[src/rtl/cpu_types_pkg.sv]
// Shared types for the instruction cache: default geometry constants,
// the fetch-address field split and the miss-handling FSM state encoding.
package cpu_types_pkg;

    localparam int ICACHE_SETS  = 16;
    localparam int ICACHE_IDX_W = 4;
    localparam int ICACHE_TAG_W = 26;

    // Fetch address split for the default 16-frame geometry.
    typedef struct packed {
        logic [ICACHE_TAG_W-1:0] tag;
        logic [ICACHE_IDX_W-1:0] idx;
        logic [1:0]              bytoff;
    } icachef_t;

    // IDLE serves lookups, FETCH waits for the single-word fill.
    typedef enum logic {
        IDLE  = 1'b0,
        FETCH = 1'b1
    } icache_state_t;

endpackage

[src/rtl/icache_frame_array.sv]
// Valid/tag/data storage for the direct-mapped instruction cache.
// One combinational read port, one synchronous write port; RST clears
// every valid bit synchronously (tag/data contents are left as they are).
module icache_frame_array #(
    parameter int SETS  = 16,
    parameter int TAG_W = 26
) (
    input  logic                     CLK,
    input  logic                     RST,
    input  logic [$clog2(SETS)-1:0]  rd_idx,
    output logic                     rd_valid,
    output logic [TAG_W-1:0]         rd_tag,
    output logic [31:0]              rd_data,
    input  logic                     wr_en,
    input  logic [$clog2(SETS)-1:0]  wr_idx,
    input  logic [TAG_W-1:0]         wr_tag,
    input  logic [31:0]              wr_data
);

    logic [SETS-1:0]  valid;
    logic [TAG_W-1:0] tag_mem  [SETS];
    logic [31:0]      data_mem [SETS];

    // Valid bits: cleared by reset, set by a fill.
    always_ff @(posedge CLK) begin
        if (RST) begin
            valid <= {SETS{1'b0}};
        end else if (wr_en) begin
            valid[wr_idx] <= 1'b1;
        end else begin
            valid <= valid;
        end
    end

    // Tag and data storage written on fill; a reset cycle drops the write.
    always_ff @(posedge CLK) begin
        if (wr_en && !RST) begin
            tag_mem[wr_idx]  <= wr_tag;
            data_mem[wr_idx] <= wr_data;
        end
    end

    assign rd_valid = valid[rd_idx];
    assign rd_tag   = tag_mem[rd_idx];
    assign rd_data  = data_mem[rd_idx];

endmodule

[src/rtl/icache_direct.sv]
// Direct-mapped read-only instruction cache. Hits are served in the request
// cycle; a miss latches the word address and runs one single-word fill.
// Optional hit/miss statistics counters: define ICACHE_STATS_EN.
module icache_direct
    import cpu_types_pkg::*;
#(
    parameter int SETS = ICACHE_SETS
) (
`ifdef ICACHE_STATS_EN
    output logic [31:0] hit_count,
    output logic [31:0] miss_count,
`endif
    input  logic        CLK,
    input  logic        RST,
    input  logic        imemREN,
    input  logic [31:0] imemaddr,
    output logic        ihit,
    output logic [31:0] imemload,
    output logic        iREN,
    output logic [31:0] iaddr,
    input  logic        iwait,
    input  logic [31:0] iload
);

    localparam int IDX_W = $clog2(SETS);
    localparam int TAG_W = 30 - IDX_W;

    icache_state_t    state;
    icache_state_t    next_state;
    logic [29:0]      miss_word;
    logic [TAG_W-1:0] req_tag;
    logic [IDX_W-1:0] req_idx;
    logic             rd_valid;
    logic [TAG_W-1:0] rd_tag;
    logic [31:0]      rd_data;
    logic             lookup_hit;
    logic             fill_en;
    logic             unused_offset;

    assign req_tag       = imemaddr[31:32-TAG_W];
    assign req_idx       = imemaddr[31-TAG_W:2];
    assign unused_offset = ^imemaddr[1:0];
    assign lookup_hit    = imemREN && rd_valid && (rd_tag == req_tag);
    assign fill_en       = (state == FETCH) && !iwait;

    icache_frame_array #(
        .SETS  (SETS),
        .TAG_W (TAG_W)
    ) u_frames (
        .CLK      (CLK),
        .RST      (RST),
        .rd_idx   (req_idx),
        .rd_valid (rd_valid),
        .rd_tag   (rd_tag),
        .rd_data  (rd_data),
        .wr_en    (fill_en),
        .wr_idx   (miss_word[IDX_W-1:0]),
        .wr_tag   (miss_word[29:IDX_W]),
        .wr_data  (iload)
    );

    // State register and miss word address captured on the IDLE->FETCH step.
    always_ff @(posedge CLK) begin
        if (RST) begin
            state     <= IDLE;
            miss_word <= 30'd0;
        end else begin
            state <= next_state;
            if ((state == IDLE) && (next_state == FETCH)) begin
                miss_word <= imemaddr[31:2];
            end
        end
    end

    // Next state: a miss starts a fill, which runs to completion regardless of fetch.
    always_comb begin
        next_state = state;
        case (state)
            IDLE: begin
                if (imemREN && !lookup_hit) begin
                    next_state = FETCH;
                end else begin
                    next_state = IDLE;
                end
            end
            FETCH: begin
                if (!iwait) begin
                    next_state = IDLE;
                end else begin
                    next_state = FETCH;
                end
            end
            default: next_state = IDLE;
        endcase
    end

    // Outputs: hit path only in IDLE, memory request held stable through FETCH.
    always_comb begin
        ihit     = 1'b0;
        imemload = 32'd0;
        iREN     = 1'b0;
        iaddr    = 32'd0;
        case (state)
            IDLE: begin
                ihit = lookup_hit;
                if (lookup_hit) begin
                    imemload = rd_data;
                end else begin
                    imemload = 32'd0;
                end
            end
            FETCH: begin
                iREN  = 1'b1;
                iaddr = {miss_word, 2'b00};
            end
            default: begin
                iREN  = 1'b0;
                iaddr = 32'd0;
            end
        endcase
    end

`ifdef ICACHE_STATS_EN
    // Saturating hit/miss statistics.
    always_ff @(posedge CLK) begin
        if (RST) begin
            hit_count  <= 32'd0;
            miss_count <= 32'd0;
        end else begin
            if (ihit && (hit_count != 32'hFFFF_FFFF)) begin
                hit_count <= hit_count + 32'd1;
            end
            if ((state == IDLE) && (next_state == FETCH) && (miss_count != 32'hFFFF_FFFF)) begin
                miss_count <= miss_count + 32'd1;
            end
        end
    end
`endif

endmodule
[config.mk]
export PLATFORM = sky130hd
export DESIGN_NAME = icache_direct
export DESIGN_NICKNAME = d
export VERILOG_FILES = /design/src/rtl/cpu_types_pkg.sv /design/src/rtl/icache_frame_array.sv /design/src/rtl/icache_direct.sv
export SDC_FILE = /design/constraint.sdc
export NUM_CORES = 1
export LEC_CHECK = 0
export ABC_CLOCK_PERIOD_IN_PS = 10230
export CAP_MARGIN = 40
export CORE_MARGIN = 2
export CORE_UTILIZATION = 28
export CTS_CLUSTER_SIZE = 16
export DETAILED_ROUTE_END_ITERATION = 10
export DONT_BUFFER_PORTS = 1
export GPL_ROUTABILITY_DRIVEN = 0
export PLACE_DENSITY_LB_ADDON = 0.2
export SYNTH_ARGS = -nofsm -noshare
export SYNTH_HDL_FRONTEND = slang
export SYNTH_SLANG_ARGS = --single-unit
[constraint.sdc]
create_clock -name CLK -period 10.23 [get_ports CLK]
set_input_delay 3.069 -clock CLK [delete_from_list [all_inputs] [get_ports CLK]]
set_output_delay 3.069 -clock CLK [all_outputs]
set_load 0.01 [all_outputs]
==> flow_metrics.py <==
metrics = {
    "synthesis": {
        "synthArstFlopShare": 0,
        "yosysSeqAreaShare": 0.7450,
        "yosysTopAreaCell": "edfxtp_1",
        "yosysTopAreaCellShare": 0.7207,
        "ys_ff_latch": 975,
        "syn_inst": 1855,
        "ys_top_cells_by_count": "edfxtp_1 (928), mux4_2 (262), nand2_1 (81), mux2i_1 (72), clkbuf_1 (59)",
        "yosys_warnings": 0,
        "synthTopCellsByArea": "edfxtp_1 (72%), mux4_2 (15%), dfxtp_1 (2.4%)",
        "avgSynthCellArea_um2": 20.84,
        "synth_cell_types": 55,
        "synthFlopType": "edfxtp_1",
        "synth_edf_count": 928,
        "yosysMostFrequentCell": "edfxtp_1",
        "synth_area_mm2": 0.03867,
    },
    "floorplanning": {
        "die_x_um": 375.6,
        "row_count": 136,
        "core_mm2": 0.1373,
        "start_util": 0.2816,
        "dieArea_mm2": 0.1411,
        "die_h_um": 375.6,
        "ioPinCount": 134,
    },
    "route": {
        "num_vias": 18870,
        "wl_per_cell_um": 27.77,
        "first_iter_violations": 1852,
        "routed_wl_mm": 105.0,
        "ant_nets": 0,
        "drt_pass1_iterations": 5,
        "drc": 0,
        "drt-vias-per-instance": 4.992,
    },
    "worst_setup_path": {
        "worstPathMaxFanout": 231,
        "path_delay_family": "simple AND/OR/NAND/NOR gates",
        "cp.required_ns": 7.16,
        "path_cells": "mux4_2, mux2i_1, mux2i_1, xor2_1, or4_1, or4_1, or4_2, buf_6, nor2b_1, buf_4",
        "arrival_ns": 7.00,
        "start_kind": "primary input",
        "end_kind": "output pin",
        "criticalPathCategory": "in -> out",
        "path_buf_inv": 2,
        "crit_path_top_delay_cell": "mux4_2",
        "critPathMaxStageDelay_ns": 0.73,
    },
    "grt": {
        "grt_pass1_vias": 20041,
        "grt_pass1_wl_mm": 149.0,
        "grt_overflow_total": 0,
        "grt_util_all_layers": 0.1479,
        "grt_max_degree": 232,
        "antenna_found_initial": 1,
    },
    "power_and_ir_drop": {
        "pwr_density_cell_mw_per_mm2": 191.0,
        "power_frac_seq": 0.531,
        "p_int_mw": 6.722,
        "p_leak_nw": 13.76,
        "combPwrFrac": 0.035,
        "p_sw_frac": 0.2059,
        "peakVddDrop_mv": 0.1521,
        "p_sw_mw": 1.743,
        "p_clk_frac": 0.435,
    },
    "clock_tree": {
        "clk_latency_ns": 0.67,
        "clkTransAtPathRegs_ns": 0.06,
        "post-cts-setup-buffers": 0,
        "cts_sinks": 975,
        "cts_root_buf": "clkbuf_16",
        "clk_path_buf_depth": 3,
        "htreeDepth": 3,
        "cts_tree": "yes",
        "numCtsBuffers": 103,
        "holdBufCountCts": 0,
    },
    "flow_run": {
        "drv_cap": 0,
    },
    "timing": {
        "finalHoldViolations": 0,
        "final_max_slew_viol_count": 0,
        "finalWorstSetupSlack_ns": 0.1586,
        "slew-limit-headroom": 0.1867,
        "skew_ns": 0.02578,
        "max_freq_ghz": 0.09929,
        "fin_crit_ns": 10.07,
        "setup_viol_count_final": 0,
        "worst_slew_pin_slew_ns": 1.220,
        "fin_crit_sh": 0.9845,
        "rsz0062_at_grt": "false",
        "tns_ns": 0,
    },
    "place": {
        "portBuffers": 0,
        "preCtsSetupSlack_ns": 0.4103,
        "place_hpwl_mm": 56.46,
    },
    "final_layout": {
        "syn2layout_area_growth_pct": 14.63,
        "fin_util": 0.3228,
        "layout-drive-gt1-share": 0.2455,
        "fin_nets": 1969,
    },
    "outcome": {
        "outcome": "finished clean",
    },
    "min_path": {
        "min_path_type": "reg -> reg",
    },
}
## metrics by stage
stage          instance area (µm²)  total power [mW]  cells  hold slack [ns]
6_report                     44320             8.465   3780           0.4538
5_1_grt                      44320             8.737   3778           0.4646
4_1_cts                      44310             8.570   3778           0.4516
3_5_place_dp                 41000             4.873   3590           0.4375
3_3_place_gp                 40820             4.864   3582           0.4277
2_1_floorplan                38670             4.811   1856           0.4211
## layout make-up
type,instances,area [µm²]
flip-flops and latches,975,28810
well taps,1794,2245
clock inverters,58,486.7
repair buffers,57,556.8
inverters,9,36.28
multi-input cells,755,9359
diodes,2,5.005
fillers,12980,93000
clock buffers,130,2825
## timing repair
item | CTS | global route
hold endpoints to repair | 0 | 0
gates resized for setup | 0 | 1
setup endpoints to repair | 0 | 2
## kinds of logic (layout without fill, tap and decap cells)
kind of cell / count (synthesis) / count (layout) / synth area share
other: 1 / 4 / 0.00009698
buffers and inverters: 126 / 254 / 0.01612
XOR/XNOR: 28 / 28 / 0.006343
AND/OR/NAND/NOR: 291 / 291 / 0.04084
AO/OA/AOI/OAI: 100 / 100 / 0.02032
flip-flops: 975 / 975 / 0.7450
multiplexers: 334 / 334 / 0.1712
## sequential cells by signal (all words and copies together), names as in the netlist
signal	count
miss_word	30
u_frames.data_mem	512
u_frames.valid	16
u_frames.tag_mem	416
state	1
## worst register-to-register path, stage by stage (launching register included)
cell,delay (ns)
dfxtp_2,0.85
nand4_1,0.52
nor2_4,0.75
buf_4,0.60
buf_4,0.68
## power groups by stage
stage | clock network, mW | registers (mW) | logic (mW)
after floorplan | 0 | 4.54 | 0.269
after global placement | 0 | 4.57 | 0.294
after detailed placement | 0 | 4.58 | 0.295
after CTS | 3.78 | 4.49 | 0.296
after global routing | 3.93 | 4.50 | 0.312
final | 3.68 | 4.49 | 0.293
## final timing paths
| check | end | slack, ns | startpoint | cells past startpoint |
|---|---|---|---|---|
| setup / recovery | imemload[14] | 0.16 | imemaddr[2] | 10 |
| hold / removal | u_frames.valid[11] | 0.45 | u_frames.valid[11] | 1 |
| setup reg to reg | u_frames.data_mem[14][20] | 6.43 | state | 4 |
| hold reg to reg | u_frames.valid[11] | 0.45 | u_frames.valid[11] | 1 |
## placed cells by master, fill, tap and decap left out, drive strengths merged, types with 6 or more instances in the layout
| master | count |
|---|---|
| nor3b | 27 |
| xor2 | 9 |
| o21ai | 6 |
| a32oi | 31 |
| xnor2 | 19 |
| a21oi | 7 |
| nor2b | 38 |
| clkinv | 44 |
| nand2 | 81 |
| clkbuf | 130 |
| and2 | 34 |
| nand2b | 10 |
| nor2 | 26 |
| inv | 12 |
| nor3 | 14 |
| bufinv | 8 |
| nor4 | 34 |
| buf | 57 |
| mux4 | 262 |
| edfxtp | 928 |
| a221oi | 6 |
| o22ai | 8 |
| dfxtp | 47 |
| mux2i | 72 |
| a21o | 16 |
## layer usage
metal	global-route usage	wire length, µm	vias to the layer above
met3	0.03161	6319	148
met4	0.03842	2333	0
met2	0.2399	50390	519
met1	0.2014	45920	10363
li1	-	-	7840
met5	0	0	-
Note: power is estimated with default switching activity, not from simulation.
